### src/rtl/toggle_event_decoder.sv
// Receive side of a toggle-signalling link: synchronises the remote toggle, turns each level
// change into one event, buffers up to MAX_PENDING events and acks each delivery by a toggle.
module toggle_event_decoder #(
  parameter int unsigned SYNC_STAGES = 2,
  parameter int unsigned MAX_PENDING = 7,
  parameter int unsigned PEND_W      = 3,
  parameter int unsigned CNT_W       = 8
) (
  input  logic              input_clock_c,
  input  logic              input_clear_n,
  input  logic              input_toggle_t,
  input  logic              input_ready,
  output logic              output_event_valid,
  output logic [PEND_W-1:0] output_pending,
  output logic [CNT_W-1:0]  output_event_count,
  output logic              output_ack_t,
  output logic              output_overflow
);

  if (SYNC_STAGES < 2 || SYNC_STAGES > 4) begin : g_bad_sync
    $error("SYNC_STAGES must lie in 2..4");
  end
  if (MAX_PENDING < 1 || MAX_PENDING > 15) begin : g_bad_max
    $error("MAX_PENDING must lie in 1..15");
  end
  if ((2 ** PEND_W) <= MAX_PENDING) begin : g_bad_width
    $error("PEND_W too narrow to hold MAX_PENDING");
  end

  localparam logic [PEND_W-1:0] MaxPend = PEND_W'(MAX_PENDING);

  typedef enum logic [1:0] {StEmpty, StHold, StFull} state_e;

  logic [SYNC_STAGES-1:0] sync_q;
  logic                   hist_q;
  state_e                 state_q, state_d;
  logic [PEND_W-1:0]      pend_q, pend_d;
  logic [CNT_W-1:0]       cnt_q, cnt_d;
  logic                   valid_q, ack_q, ovf_q, ovf_d;
  logic                   ev_edge, xfer, accept, has_room;

  assign ev_edge  = sync_q[SYNC_STAGES-1] ^ hist_q;
  assign xfer     = valid_q & input_ready;
  assign has_room = (pend_q < MaxPend);
  // A coincident transfer frees a slot, so the event is kept even when full.
  assign accept   = ev_edge & (xfer | has_room);

  always_comb begin
    pend_d = pend_q;
    if (ev_edge && !xfer) begin
      if (has_room) pend_d = pend_q + 1'b1;
    end else if (xfer && !ev_edge) begin
      pend_d = pend_q - 1'b1;
    end

    cnt_d = accept ? cnt_q + 1'b1 : cnt_q;
    ovf_d = ovf_q | (ev_edge & ~xfer & ~has_room);

    if (pend_d == '0) begin
      state_d = StEmpty;
    end else if (pend_d == MaxPend) begin
      state_d = StFull;
    end else begin
      state_d = StHold;
    end
  end

  always_ff @(posedge input_clock_c or negedge input_clear_n) begin
    if (!input_clear_n) begin
      sync_q  <= '0;
      hist_q  <= 1'b0;
      state_q <= StEmpty;
      pend_q  <= '0;
      cnt_q   <= '0;
      valid_q <= 1'b0;
      ack_q   <= 1'b0;
      ovf_q   <= 1'b0;
    end else begin
      sync_q  <= {sync_q[SYNC_STAGES-2:0], input_toggle_t};
      hist_q  <= sync_q[SYNC_STAGES-1];
      state_q <= state_d;
      pend_q  <= pend_d;
      cnt_q   <= cnt_d;
      valid_q <= (pend_d != '0);
      ack_q   <= ack_q ^ xfer;
      ovf_q   <= ovf_d;
    end
  end

  // The state register mirrors the pending count; keep the two consistent.
  assert property (@(posedge input_clock_c) disable iff (!input_clear_n)
    ((state_q == StEmpty) == (pend_q == '0)) && ((state_q == StFull) == (pend_q == MaxPend)));

  assign output_event_valid = valid_q;
  assign output_pending     = pend_q;
  assign output_event_count = cnt_q;
  assign output_ack_t       = ack_q;
  assign output_overflow    = ovf_q;

endmodule

### config.mk
export PLATFORM = sky130hd
export DESIGN_NAME = toggle_event_decoder
export DESIGN_NICKNAME = d
export VERILOG_FILES = /design/src/rtl/toggle_event_decoder.sv
export SDC_FILE = /design/constraint.sdc
export NUM_CORES = 1
export LEC_CHECK = 0
export CORE_MARGIN = 4
export CORE_UTILIZATION = 42
export DETAILED_ROUTE_END_ITERATION = 8
export PLACE_DENSITY_LB_ADDON = 0.3
export SLEW_MARGIN = 20
export SYNTH_ARGS = -nofsm -noshare
export SYNTH_HDL_FRONTEND = slang
export SYNTH_SLANG_ARGS = --single-unit
### constraint.sdc
create_clock -name input_clock_c -period 1.55 [get_ports input_clock_c]
set_clock_uncertainty 0.2 [all_clocks]
set_input_delay 0.2325 -clock input_clock_c [delete_from_list [all_inputs] [get_ports input_clock_c]]
set_output_delay 0.2325 -clock input_clock_c [all_outputs]
set_load 0.1 [all_outputs]
==> reports/metrics.cfg <==
[setup_path]
worstSetupStartpointType=flop
worst-path-max-fanout=3
arrival_ns=1.81
worst_ep_required_time_ns=1.53
endpoint_kind=flop
timing_worst_setup_path_type=reg2reg

[cts]
cts_max_path_buffers=2
worst_skew_pair.late_latency_ns=0.28
clkSlewWorstSetupHoldPaths_ns=0.09
numCtsBuffers=3
clock_sink_count=17
htreeDepth=1
cts-root-buf=clkbuf_4
tritoncts=yes

[detailed_routing]
met1Wirelength_um=954
drt-vias-per-instance=5.20
route.met2.wl_um=1250
drt_pass1_iterations=4
met3_length_um=82
routed_wire_length_per_instance_um=18.6
drc=0
detailedRoute.firstIterationViolations=7
total_vias_in_the_final_route=639
final_antenna_net_count=0
topRoutingLayerUsed=met4
totalWireLength_um=2290

[synth]
synth-seq-area-share=0.570
yosysWarningCount=0
syn_avg_cell_area_um2=12.4
netlist-cell-type-count=22
synth_fp_nets=67
postSynthCellCount=60
synthesis.area_um2=747
synth_seq_cells=17

[global_routing]
grt_use_total=0.183
antenna_found_initial=0
grt_pass1_vias=714
globalRouteOverflowTotal=0
grt_first_pass_wirelength_um=3410
grt_max_degree=18

[timing]
slew_at_the_pin_with_the_worst_max_slew_slack_ns=0.312
totalNegativeSetupSlack_ns=-1.85
max_freq_mhz=545
timing.final.crit_share=1.18
finalMaxSlewViolations=0
rsz0062_at_grt=yes
period_needed_ns=1.83
finalHoldViolCount=0
finalSetupViolations=11
relative_slew_margins=0.792
fin_ws_ns=-0.284

[die]
die_w_um=50.2
rows=14
chipHeight_um=50.2
floorplan.core_area_um2=1590
initial_utilization=0.469
floorplan.die_area_um2=2520
io_pins=18

[place]
port-buffer-count=17
finalWeightedCongestion=0.839
half_perimeter_wire_length_after_placement_um=1260
dp_area_um2=1220

[layout]
ant_diodes=0
post_route_cells_drive_above_1_share=0.737
most_frequent_cells_in_the_layout=buf_12, buf_4, dfrtp_2, buf_6, dfrtp_1
layout_commonest_cell=buf_12
final_core_density=0.912
final_design_area_no_fill_um2=1450
fillerInstances=58
layout-area-overhead-vs-synth_pct=94.6
final_nets=107

[flow_run]
timing.max_cap.violations=0

[status]
violations=negative setup slack
outcome=finished, violations left

[min_path]
min_delay_path_class=in2async

-- registers in the layout (all words and copies together), names as in the netlist --
signal,flops
output_event_valid,1
output_ack_t,1
output_event_count,8
output_overflow,1
hist_q,1
sync_q,2
output_pending,3
-- worst max-delay path, stage by stage, from the launching register on --
cell	delay, ns
dfrtp_2	0.47
xnor2_4	0.19
buf_4	0.18
a21oi_4	0.14
and4_4	0.27
nand3_2	0.12
xnor2_2	0.16
-- final cells by class --
cell class / count / area [µm²] / area share
multi-input combinational: 41 / 465 / 0.320
timing repair buffer: 35 / 474 / 0.326
clock buffer: 4 / 26.3 / 0.0181
sequential: 17 / 450 / 0.310
inverter: 2 / 7.51 / 0.00516
tap: 24 / 30.0 / 0.0207
-- final timing paths --
path	from	endpoint	slack, ns	cells past startpoint
worst max-delay path	hist_q	output_event_count[7]	-0.28	6
worst min register to register	sync_q[0]	sync_q[1]	0.16	0
min in group input_clock_c	sync_q[0]	sync_q[1]	0.16	0
worst min-delay path	input_clear_n	output_event_valid	0.07	2
max in group asynchronous	input_clear_n	output_pending[0]	0.87	2
worst max register to register	hist_q	output_event_count[7]	-0.28	6
-- routing by layer --
layer,GRT usage,up-vias
met5,0,-
met4,0.0645,0
met3,0.0414,2
met2,0.328,15
met1,0.214,332
li1,-,290
-- synth_stat cells, drive strengths merged --
library cell / n / area share
dfrtp: 17 / 0.57
xnor2: 8 / 0.10
a21oi: 5 / 0.044
nand3: 5 / 0.033
ha: 3 / 0.050
nand2: 3 / 0.015
xor2: 3 / 0.035
and3: 2 / 0.017
inv: 2 / 0.010
nand4: 2 / 0.017
a221oi: 1 / 0.012
a22o: 1 / 0.012
a31o: 1 / 0.012
a32o: 1 / 0.013
and4: 1 / 0.012
mux2: 1 / 0.015
nor2: 1 / 0.0050
o211ai: 1 / 0.010
o21ai: 1 / 0.0067
or3: 1 / 0.0084
-- kinds of logic (layout without fill, tap and decap cells) --
family                     count (synthesis)  in the layout  share of synthesized area
muxes                                      1              1                     0.0151
DFF                                       17             17                      0.570
xor gates and xnor gates                  11             11                      0.139
buffers and inverters                      2             41                     0.0101
and+or+nand+nor                           15             15                      0.107
AOI/OAI and AO/OA                         11             11                      0.109
adders and majority gates                  3              3                     0.0503
-- timing repair --
item                       4_1_cts  5_1_grt
pin swaps                        9        7
gates resized for setup         16       16
setup buffers                    4        4
setup endpoints to repair       11       16
hold endpoints to repair         0        0
hold buffers                     0        0
-- metrics by stage --
step | hold WS, ns | setup WS [ns] | std cells
after floorplan | -0.263 | -0.363 | 60
after global placement | 0.134 | -0.352 | 113
after detailed placement | 0.149 | -0.391 | 113
after CTS | 0.0561 | -0.260 | 119
after global routing | 0.0821 | -0.348 | 123
final | 0.0698 | -0.284 | 123
Power is left out: the tool's default activity adds up to more than one toggle a clock period on the data nets, which glitch-free logic cannot reach.
